File: config.mk
export PLATFORM = sky130hd
export DESIGN_NAME = id_fetch_rx
export DESIGN_NICKNAME = d
export VERILOG_FILES = /design/src/rtl/id_fetch_rx.sv
export SDC_FILE = /design/constraint.sdc
export NUM_CORES = 1
export LEC_CHECK = 0
export ABC_AREA = 0
export CORE_ASPECT_RATIO = 0.9
export CORE_MARGIN = 2
export CORE_UTILIZATION = 45
export DETAILED_ROUTE_END_ITERATION = 12
export PLACE_DENSITY_LB_ADDON = 0.12
export SLEW_MARGIN = 40
export SYNTH_ARGS = -nofsm -noshare
export SYNTH_HDL_FRONTEND = slang
export SYNTH_SLANG_ARGS = --single-unit
File: constraint.sdc
create_clock -name i_clk -period 4.45 [get_ports i_clk]
set_input_delay 0.6675 -clock i_clk [delete_from_list [all_inputs] [get_ports i_clk]]
set_output_delay 0.6675 -clock i_clk [all_outputs]
set_load 0.05 [all_outputs]
File: src/rtl/id_fetch_rx.sv
// rtl/id_fetch_rx.sv - IF->ID receiver: ID slot register, stall/redirect/trap control.
// Optional macro BRANCH_FLUSH_EN: taken branches flush instead of issuing a delay slot.
module id_fetch_rx #(
  parameter int unsigned WARMUP       = 2,
  parameter int unsigned REDIRECT_LAT = 2
) (
  input  logic        i_clk,
  input  logic        i_rst,
  input  logic [31:0] i_pc_in,
  input  logic [31:0] i_inst_in,
  input  logic [31:0] i_rs_data,
  input  logic [31:0] i_rt_data,
  input  logic        i_ex_mem_read,
  input  logic [4:0]  i_ex_rt,
  input  logic        i_ex_stall,
  output logic        o_hold_if,
  output logic        o_br,
  output logic [31:0] o_pc_branch,
  output logic        o_except,
  output logic [31:0] o_epc,
  output logic        o_id_valid,
  output logic [31:0] o_id_pc,
  output logic [31:0] o_id_inst
);

  typedef enum logic [1:0] {S_WARM, S_RUN, S_FLUSH} state_t;

  localparam state_t     S_RESET = (WARMUP == 0) ? S_RUN : S_WARM;
  localparam logic [7:0] C_WARM  = 8'(WARMUP);
  localparam logic [7:0] C_RDL   = 8'(REDIRECT_LAT);
`ifndef BRANCH_FLUSH_EN
  localparam logic [7:0] C_RDL_SLOT = (REDIRECT_LAT > 0) ? 8'(REDIRECT_LAT - 1) : 8'd0;
`endif

  localparam logic [5:0] OP_RTYPE = 6'h00;
  localparam logic [5:0] OP_J     = 6'h02;
  localparam logic [5:0] OP_JAL   = 6'h03;
  localparam logic [5:0] OP_BEQ   = 6'h04;
  localparam logic [5:0] OP_BNE   = 6'h05;
  localparam logic [5:0] OP_SW    = 6'h2B;

  state_t     r_state, w_state_nx;
  logic [7:0] r_cnt, w_cnt_nx;
`ifndef BRANCH_FLUSH_EN
  logic       r_pend, w_pend_nx;
`endif

  logic [5:0]  w_op;
  logic [4:0]  w_rs, w_rt;
  logic        w_legal, w_reads_rt, w_hazard, w_taken, w_is_jump;
  logic [31:0] w_br_tgt, w_j_tgt;
  logic        w_run, w_trap, w_bubble, w_issue;

  // Instruction decode
  assign w_op = i_inst_in[31:26];
  assign w_rs = i_inst_in[25:21];
  assign w_rt = i_inst_in[20:16];

  always_comb begin
    w_legal = 1'b0;
    case (w_op)
      6'h00, 6'h02, 6'h03, 6'h04, 6'h05,
      6'h08, 6'h09, 6'h0A, 6'h0C, 6'h0D,
      6'h0F, 6'h23, 6'h2B: w_legal = 1'b1;
      default:             w_legal = 1'b0;
    endcase
  end

  assign w_reads_rt = (w_op == OP_RTYPE) || (w_op == OP_BEQ) ||
                      (w_op == OP_BNE)   || (w_op == OP_SW);
  assign w_hazard   = i_ex_mem_read && (i_ex_rt != 5'd0) &&
                      ((i_ex_rt == w_rs) || (w_reads_rt && (i_ex_rt == w_rt)));
  assign w_is_jump  = (w_op == OP_J) || (w_op == OP_JAL);
  assign w_taken    = w_is_jump ||
                      ((w_op == OP_BEQ) && (i_rs_data == i_rt_data)) ||
                      ((w_op == OP_BNE) && (i_rs_data != i_rt_data));
  assign w_br_tgt   = i_pc_in + {{14{i_inst_in[15]}}, i_inst_in[15:0], 2'b00};
  assign w_j_tgt    = {i_pc_in[31:28], i_inst_in[25:0], 2'b00};

  assign w_run = (r_state == S_RUN) && !i_rst;

  // State register
  always_ff @(posedge i_clk) begin
    if (i_rst) begin
      r_state <= S_RESET;
      r_cnt   <= C_WARM;
`ifndef BRANCH_FLUSH_EN
      r_pend  <= 1'b0;
`endif
    end else begin
      r_state <= w_state_nx;
      r_cnt   <= w_cnt_nx;
`ifndef BRANCH_FLUSH_EN
      r_pend  <= w_pend_nx;
`endif
    end
  end

  // Next-state logic
  always_comb begin
    w_state_nx = r_state;
    w_cnt_nx   = r_cnt;
`ifndef BRANCH_FLUSH_EN
    w_pend_nx  = r_pend;
`endif
    case (r_state)
      S_WARM, S_FLUSH: begin
        if (r_cnt <= 8'd1) begin
          w_state_nx = S_RUN;
          w_cnt_nx   = 8'd0;
        end else begin
          w_cnt_nx = r_cnt - 8'd1;
        end
      end
      S_RUN: begin
        if (w_trap) begin
`ifndef BRANCH_FLUSH_EN
          w_pend_nx = 1'b0;
`endif
          if (C_RDL != 8'd0) begin
            w_state_nx = S_FLUSH;
            w_cnt_nx   = C_RDL;
          end
        end else if (w_issue) begin
`ifdef BRANCH_FLUSH_EN
          if (w_taken && (C_RDL != 8'd0)) begin
            w_state_nx = S_FLUSH;
            w_cnt_nx   = C_RDL;
          end
`else
          // The delay slot issues first; the wrong-path fetches behind it are dropped.
          if (r_pend) begin
            w_pend_nx = 1'b0;
            if (C_RDL_SLOT != 8'd0) begin
              w_state_nx = S_FLUSH;
              w_cnt_nx   = C_RDL_SLOT;
            end
          end else if (w_taken) begin
            w_pend_nx = 1'b1;
          end
`endif
        end
      end
      default: begin
        w_state_nx = S_RESET;
        w_cnt_nx   = C_WARM;
      end
    endcase
  end

  // Output / event logic; priority: stall, trap, hazard, issue
  always_comb begin
    o_hold_if   = 1'b0;
    o_br        = 1'b0;
    o_pc_branch = 32'd0;
    o_except    = 1'b0;
    w_trap      = 1'b0;
    w_bubble    = 1'b0;
    w_issue     = 1'b0;
    if (w_run) begin
      if (i_ex_stall) begin
        o_hold_if = 1'b1;
      end else if (!w_legal) begin
        o_except = 1'b1;
        w_trap   = 1'b1;
      end else if (w_hazard) begin
        o_hold_if = 1'b1;
        w_bubble  = 1'b1;
      end else begin
        w_issue = 1'b1;
        if (w_taken) begin
          o_br        = 1'b1;
          o_pc_branch = w_is_jump ? w_j_tgt : w_br_tgt;
        end
      end
    end
  end

  // ID slot and EPC
  always_ff @(posedge i_clk) begin
    if (i_rst) begin
      o_id_valid <= 1'b0;
      o_id_pc    <= 32'd0;
      o_id_inst  <= 32'd0;
      o_epc      <= 32'd0;
    end else if (w_trap) begin
      o_id_valid <= 1'b0;
      o_epc      <= i_pc_in - 32'd4;
    end else if (w_bubble) begin
      o_id_valid <= 1'b0;
    end else if (w_issue) begin
      o_id_valid <= 1'b1;
      o_id_pc    <= i_pc_in;
      o_id_inst  <= i_inst_in;
    end else if (r_state != S_RUN) begin
      o_id_valid <= 1'b0;
    end
  end

endmodule

==> summary.txt <==
Routing
  – Met1 wire length: 11.0 mm
  – Routed wl met2: 10.5 mm
  – Vias: 7211
  – Top layer in use: met4
  – Vias per inst: 5.36
  – Initial DRT Pass Iterations: 5
  – Initial DRC Count: 364
  – Residual DRC: 0
  – Drt wl/cell: 17.7 um
  – Post-route ant nets: 0
  – Met3 routed WL: 1.87 mm
  – Final wirelength: 23.7 mm

Power
  – Power density over cell area: 267 nW/um^2
  – Logic pwr share: between 30% and 40%
  – Pint: 1.89 mW
  – NetSw: between 1 and 1.5 mW
  – Sequential share of power: 37.1%
  – P_leak: 4.14 nW
  – Worst VDD drop: 0.229 mV
  – Switch share: 35.3%
  – Clock share of power: 27.1%
  – Pwr Total: just under 3 mW

Floorplanning
  – Initial Utilization: between 40% and 50%
  – I/O pins: 269
  – Die X: 135 um
  – Number of placement rows: 43
  – Die Ht: between 100 and 150 um
  – DIE AREA: ~16000 sq um
  – Core Area: 15200 sq um

Finish
  – Area grow syn2layout: 57.6%
  – Sequential cell area: 2160 sq um
  – Core Util, Final: 71.7%
  – Nets@finish: about 1300
  – Most frequent cells in the layout: 230 x clkdlybuf4s50_1, 134 x nor2_1, 108 x dfxtp_1
  – Area taken by multi-input logic gates: 4650 sq um
  – Most common cell after layout, fill and taps aside: clkdlybuf4s50_1
  – Fillcell total: ~1300
  – Fraction of layout cells with a size suffix above 1: 13.3%
  – Inserted Diodes: 0

Setup path
  – Crit-path max cell delay: 0.44 ns
  – CP top delay family: compound AO/OA/AOI/OAI gates
  – Worst R2R Path Depth: 8
  – Worst path buffer plus inverter count: 4
  – CP startpoint kind: primary input
  – Critical R2R Launch: r_state[0]
  – R2r setup slk: 1.61 ns
  – Reg2reg end: o_id_pc[22]
  – Setup crit start: i_pc_in[4]
  – Crit path max-delay cell type: clkdlybuf4s50_1
  – Kind of critical path: in -> out
  – CP arrival: between 3 and 4 ns
  – Worst Setup EP: o_pc_branch[30]
  – Required time of the critical path: 3.78 ns
  – Critical path, cell by cell: clkdlybuf4s50_1 > ha_1 > a211oi_4 > o21ai_2 > o311ai_2 > buf_4 > a211oi_2 > o211ai_1 > a21oi_2 > o21ai_1 > or3b_4 > a21oi_2 > buf_4 > buf_12
  – Setup crit end kind: output port
  – CP Max Fanout: 2
  – Worst path depth: 14

Timing
  – Final period utilization: 97.8%
  – Worst slew pin tran: 0.793 ns
  – Setup violators final: 0
  – Crit path time final: about 4.4 ns
  – Clock Skews: 0.00671 ns
  – Relative slew slack: 47.1%
  – Timing-limited maximum frequency: 230 MHz
  – Fin. Hold Viols: 0
  – Slew Viols, Final: 0

Clock network
  – Clk Latency, worst-skew pair: ~0.36 ns
  – TritonCTS Buffers: 9
  – Clock slew at reported path FFs: 0.07 ns
  – H-tree levels: 3
  – Clock Path Buffers: 2
  – Count of hold-fix buffers inserted at cts: 0
  – Root Buffer Master: clkbuf_16
  – Clock sink total: 108
  – CTS tree: done

Synthesis
  – Synth warnings: 0
  – Average cell area after synthesis: 8.30 sq um
  – FFs w/ async S/R, synth: 0%
  – Main synth FF type: dfxtp_1
  – Register area share after synthesis: 31.2%
  – Yosys top cell by area: dfxtp_1
  – Share of the synthesized area in the top cell type: 31.2%
  – Cells after Synth: approximately 830
  – Post-Syn Nets: 1004
  – EDFF count, synth: 0
  – Synth area leaders: dfxtp_1 31%, mux2i_1 9.8%, xor2_1 7.6%
  – Post-synthesis cell type count: 63
  – #FFs+latches synth: 108
  – Mapped cell area: 6920 sq um

Placement
  – Buffers on Ports: 268
  – Post-DP HPWL: 18.4 mm
  – GPL Wtd Cong: 0.940

Min path
  – Hold Crit Class: reg -> reg

Global routing
  – Tot GR Track Use: about 29%
  – Initial antenna violation count: 0
  – Largest net degree at the start of global routing: 81
  – Vias in the first global route: 6994
  – Overflow after GRT: 0
  – First-pass GRT wire length: 37.7 mm

Run
  – Max_cap viols: 0

Status
  – Status: complete, no violations
[kinds of logic after synthesis]
family / after synthesis / share of synthesized area, %
simple gates: 304 / 21.0
xor+xnor: 91 / 11.5
buf+inv: 52 / 3.05
fa+ha+maj: 33 / 6.07
flops: 108 / 31.2
compound gates: 177 / 17.1
mux: 69 / 9.99
[routing by layer]
metal / track usage (%) / vias to the layer above
met1: 40.7 / 3373
met5: 0 / -
met2: 44.8 / 237
li1: - / 3579
met3: 8.49 / 22
met4: 6.25 / 0
[through the flow]
step | instance area [sq um] | instances | TNS [ns] | setup slack (ns) | hold WS (ns)
2_1_floorplan | 6940 | 834 | 0 | 0.0998 | 0.449
3_3_place_gp | 10500 | 1328 | -0.426 | -0.182 | 0.463
3_5_place_dp | 10600 | 1328 | -0.961 | -0.326 | 0.466
4_1_cts | 10900 | 1344 | 0 | 0.0475 | 0.477
5_1_grt | 10900 | 1345 | -0.0458 | -0.0458 | 0.484
6_report | 10900 | 1345 | 0 | 0.0979 | 0.474
[cell usage after synthesis, types with 4 or more instances]
library cell  count
nor4_2            4
o211ai_1          5
a31oi_1           8
clkbuf_1         31
a311oi_1         10
dfxtp_1         108
nor2b_1           5
and4_1            4
ha_1             32
a21o_1           21
and3_1            6
nor2_1          137
and2_1            8
nand2_1          65
nor3_1           10
nand2b_1          9
mux2i_1          68
buf_2             7
a21oi_1          53
o21ai_0          16
xor2_1           60
nor4_1           17
xnor2_1          31
nand4_1           6
nand3_1          13
inv_1            13
a211oi_1         32
[worst register-to-register path, stage by stage, from the launching register on]
cell      delay (ns)
dfxtp_1         0.41
inv_1           0.10
nor3_1          0.30
nand2b_1        0.24
nor2_4          0.17
buf_4           0.38
buf_4           0.67
mux2i_1         0.36
nor2_1          0.07
[flip-flops by register name (all words and copies together) (netlist names)]
name        flops
r_pend          1
r_cnt           8
o_id_valid      1
o_id_pc        32
r_state         2
o_epc          32
o_id_inst      32
[worst min path at each step]
stage,depth (start not counted),start,endpoint
global route,1,o_id_inst[30],o_id_inst[30]
finish,1,o_id_inst[30],o_id_inst[30]
CTS,1,o_id_inst[30],o_id_inst[30]
floorplan,1,r_cnt[6],r_cnt[6]
global placement,1,o_id_inst[30],o_id_inst[30]
detailed placement,1,o_id_inst[30],o_id_inst[30]
[power groups by stage]
stage               clock network [mW]  registers [mW]  logic (mW)
floorplan                            0            1.20       0.524
global placement                     0            1.10        1.00
detailed placement                   0            1.10        1.02
CTS                              0.810            1.08        1.03
global route                     0.845            1.09        1.14
finish                           0.790            1.08        1.04
[final cells by class]
| cell class | count | area share, % |
|---|---|---|
| clock buffers | 9 | 2.06 |
| clock inverters | 6 | 0.516 |
| inverters | 13 | 0.447 |
| multi-input cells | 674 | 42.6 |
| flip-flops and latches | 108 | 19.8 |
| well taps | 202 | 2.32 |
| repair buffers | 333 | 32.3 |
[timing repair]
item	in CTS	in global routing
endpoints found under the setup margin	7	7
buffers inserted	1	1
pin swaps	9	9
resized for setup	8	14
Power figures use the tool's default switching activity.
==> patch 1: new RTL, same flow settings <==
The option `BRANCH_FLUSH_EN` is turned on by a define.
--- a/src/rtl/id_fetch_rx.sv
+++ b/src/rtl/id_fetch_rx.sv
@@ -1,5 +1,7 @@
 // rtl/id_fetch_rx.sv - IF->ID receiver: ID slot register, stall/redirect/trap control.
 // Optional macro BRANCH_FLUSH_EN: taken branches flush instead of issuing a delay slot.
+`define BRANCH_FLUSH_EN
+
 module id_fetch_rx #(
   parameter int unsigned WARMUP       = 2,
   parameter int unsigned REDIRECT_LAT = 2
Behaviour: not the same (a bounded check fails within 4 cycles, from zero or initial values and one cycle with i_rst high).
==> patch 1 against the unedited design <==
- cell area up 5.0%
- first-iteration DRC count is 22% higher
- critical endpoint is now o_pc_branch[31]
- total power is 3.9% higher
- hold slack better by 9.3 ps
- sequential cell count down 1
- clock skew is 0.95 ps lower
- utilization increased by 2.5 points
- register-to-register slack gained 440 ps
- area after synthesis increased by 2.6%
- worst setup slack lost 15 ps
- largest power group is now combinational cells
- routed wire length up 5.1%
- count of clock-buffer cells in the layout rose by 1
==> patch 1: results <==
[detailed_routing]
via_count = 7726
first_pass_iters = 5
wl_per_cell_um = 17.6
drtIter0Drc = 443

[place]
place_congestion = 0.956
pre_cts_slack_ps = -466
dp_hpwl_mm = 19.6
place_area_mm2 = 0.0110
port_buffers = 268

[clock_tree]
clk_pin_slew_ps = 80
insertion_delay_ps = 360
root_buffer = "clkbuf_16"
cts_max_level = 3
cts-buffers-inserted = 9
clockBufferDepth = 2

[sta]
tightest_slew_ps = 823
clock-skew-final_ps = 5.75
setup_tns_ps = 0

[worst_setup_path]
cp_max_fo = 2
slowest_delay_ps = 550
slowest_stage = "clkdlybuf4s50_1"
arrival_ps = 3700

[synthesis]
synth_nets = 1041
ys_warn_count = 0
yosysSeqAreaShare_pct = 30.2
ys_async_sr_fraction_pct = 0
synth_flop_cell = "dfxtp_1"
yosysUniqueCellTypes = 63
netlist_top_cells_count = "nor2_1, dfxtp_1, mux2i_1"
synth_edf_count = 0
synth_area_leaders = "dfxtp_1, mux2i_1, nor2_1, xor2_1, ha_1"

[global_routing]
grt_max_degree = 69
track_usage_pct = 29.8
antenna_found_initial = 0
grt_pass1_vias = 7412
grt_pass1_wl_mm = 38.8

[hold_path]
min_path_type = "flip-flop to flip-flop"

[final_layout]
drive_gt1_share_pct = 16.5
diodes = 0
fin_nets = 1380
reg_top3 = "o_epc (32), o_id_inst (32), o_id_pc (32)"

[pwr]
p_leak_nw = 4.88
vdd_ir_drop_max_mv = 0.200

[outcome]
status = "completed"
==> patch 1: changes by cell type in the layout (fill, tap and decap cells not counted), moves of 5 or more <==
cell	unedited run	this run
buf_4	63	108
xnor2_1	31	36
a21o_1	21	16
o21ai_0	16	22
nor3_1	10	21
xor2_1	60	47
nor3b_1	1	6
or3_1	2	9
dlygate4sd2_1	0	5
clkdlybuf4s50_1	230	222
nand2_1	65	56
nor2_1	134	146
==> patch 1: worst paths after layout <==
check              startpoint               to  slack, ps  cells after the start
setup / recovery  i_pc_in[22]  o_pc_branch[31]         80                     11
hold reg to reg    o_id_valid       o_id_valid        480                      2
hold / removal     o_id_valid       o_id_valid        480                      2
setup reg to reg   r_state[0]      o_id_pc[12]       2050                      6
==> patch 1: critical path: cells and delay by family <==
kind	cells	cell delay (ps)
AO/OA/AOI/OAI	6	1390
buffers and inverters	2	710
AND/OR/NAND/NOR	2	660
adder cells (fa/ha/maj)	1	280
==> patch 1: repair_timing <==
item,CTS,global route
hold endpoints to repair,0,0
setup endpoints to repair,9,8
pin swaps,7,12
setup buffers,2,1
gates resized for setup,19,19
==> patch 1: cell families after synthesis <==
family | Yosys count | share of synthesized area [%]
compound gates | 187 | 18.0
fa+ha+maj | 33 | 5.92
mux | 67 | 9.48
xor+xnor | 83 | 10.2
simple gates | 336 | 22.9
buf+inv | 58 | 3.33
flops | 107 | 30.2
==> patch 1: layout make-up <==
type	count	area, um^2
Timing Repair Buffer	375	3830
Clock inverter	6	62.6
Clock buffer	10	239
Tap cell	202	253
Inverter	11	41.3
Multi-Input combinational cell	706	4890
Sequential cell	107	2140
Fill cell	1245	3980
==> patch 1: where the power goes <==
part           internal [mW]  leakage [nW]  total, mW  switching [mW]
registers               1.02         0.864       1.08          0.0570
logic                  0.511          3.87       1.13           0.617
clock network          0.411         0.148      0.820           0.409
total                   1.94          4.88       3.03            1.08
==> patch 1: through the flow <==
| stage | utilization, % | hold slack [ps] | std cells |
|---|---|---|---|
| final | 74.2 | 483 | 1417 |
| after global routing | 74.2 | 520 | 1417 |
| after CTS | 73.6 | 481 | 1416 |
| after detailed placement | 71.2 | 470 | 1398 |
| after global placement | 71.2 | 447 | 1398 |
| after floorplan | - | 440 | 871 |
==> patch 1: routing by layer <==
metal,wire (um),share of wire [%],global-route usage (%)
met5,0,0,0
met3,2220,8.9,8.73
met2,11400,45,47.8
met1,10900,44,39.8
met4,461,1.8,6.45
==> patch 2: new RTL, config.mk and constraints unchanged <==
Made on the original files. Encoding of `state_t`: now one-hot (3 bits for 3 states).
--- a/src/rtl/id_fetch_rx.sv
+++ b/src/rtl/id_fetch_rx.sv
@@ -23,7 +23,7 @@
   output logic [31:0] o_id_inst
 );
 
-  typedef enum logic [1:0] {S_WARM, S_RUN, S_FLUSH} state_t;
+  typedef enum logic [2:0] {S_WARM = 3'b001, S_RUN = 3'b010, S_FLUSH = 3'b100} state_t;
 
   localparam state_t     S_RESET = (WARMUP == 0) ? S_RUN : S_WARM;
   localparam logic [7:0] C_WARM  = 8'(WARMUP);
Formal check against the unedited RTL: same outputs for any inputs over 4 cycles, from zero or initial values and one cycle with i_rst high; so few cycles prove little.
==> patch 2 against the unedited design <==
- routed wire length down 5.3%
- sequential share of layout area up 0.61 points
- critical endpoint unchanged
- critical path type unchanged
- register-to-register slack better by 150 ps
- combinational power down 17%
- sequential cell count is 1 higher
- total power decreased by 5.4%
- worst setup slack improved by 29 ps
- die area fell by 0.93%
- largest power group unchanged
- area after synthesis shrank 0.96%
- fmax grew 0.67%
- via count increased by 2.8%
- cell area fell by 2.1%
==> patch 2: results <==
[global_routing]
grt_util_met3_pct = 6.43
grt_pass1_vias = 7104
use_met2_pct = 46.2
grt_max_degree = 71
grt_pass1_wl_mm = 36.0
track_usage_pct = 27.8

[final_layout]
fin_nets = 1355
drive_gt1_share_pct = 10.6
multi_input_cells = 742
nNonClkInverters = 12
signal_buffers = 311
sh_seq_area_pct = 20.4
post-route-util_pct = 72.1
nClkBuffers = 10

[worst_setup_path]
slowest_delay_ps = 570
arrival_ps = 3660

[synthesis]
synth_nets = 1078
muxShareOfSynthArea_pct = 1.33
yosysUniqueCellTypes = 59
synth-seq-cells = 109
synth-xor-area-share_pct = 11.7
yosysSeqAreaShare_pct = 31.8
synth_compound_area_share_pct = 20.5
synthAdderAreaFrac_pct = 6.13

[place]
dp_hpwl_mm = 17.4
place_area_mm2 = 0.0103
place_congestion = 0.927

[detailed_routing]
via_count = 7416
wl_per_cell_um = 16.2

[clock_tree]
cts_setup_buffers = 0

[sta]
tightest_slew_ps = 766

[pwr]
p_int_mw = 1.84
power_density_mw_per_mm2 = 258
p_leak_nw = 3.86
p_comb_uw = 860

[outcome]
status = "completed"
patch 2: cell count changes after synthesis, moves of 6 or more:
cell,delta
nand2_1,+115
a21oi_1,+67
mux2i_1,-60
nor2_1,-50
a21o_1,-16
nor3_1,+11
clkbuf_1,+10
o21ai_0,+8
a311oi_1,-7
buf_2,-7
nor3b_1,+7
and2_1,-6
or3_1,+6
patch 2: what timing repair did:
action	CTS	global route
hold buffers	0	0
endpoints found under the setup margin	3	7
pin swaps	0	1
resized for setup	1	10
patch 2: path summary, 6_finish.rpt:
check                startpoint               to  slack [ps]  cells after the start
hold reg to reg   o_id_inst[29]    o_id_inst[29]         460                      2
setup / recovery     i_pc_in[2]  o_pc_branch[30]         130                     12
setup reg to reg     r_state[0]      o_id_pc[13]        1760                      6
hold / removal    o_id_inst[29]    o_id_inst[29]         460                      2
patch 2: routing by layer:
metal | part of all wire [%] | wire length (um)
met2 | 46 | 10400
met3 | 6.8 | 1540
met1 | 45 | 10200
met5 | 0 | 0
met4 | 1.5 | 336
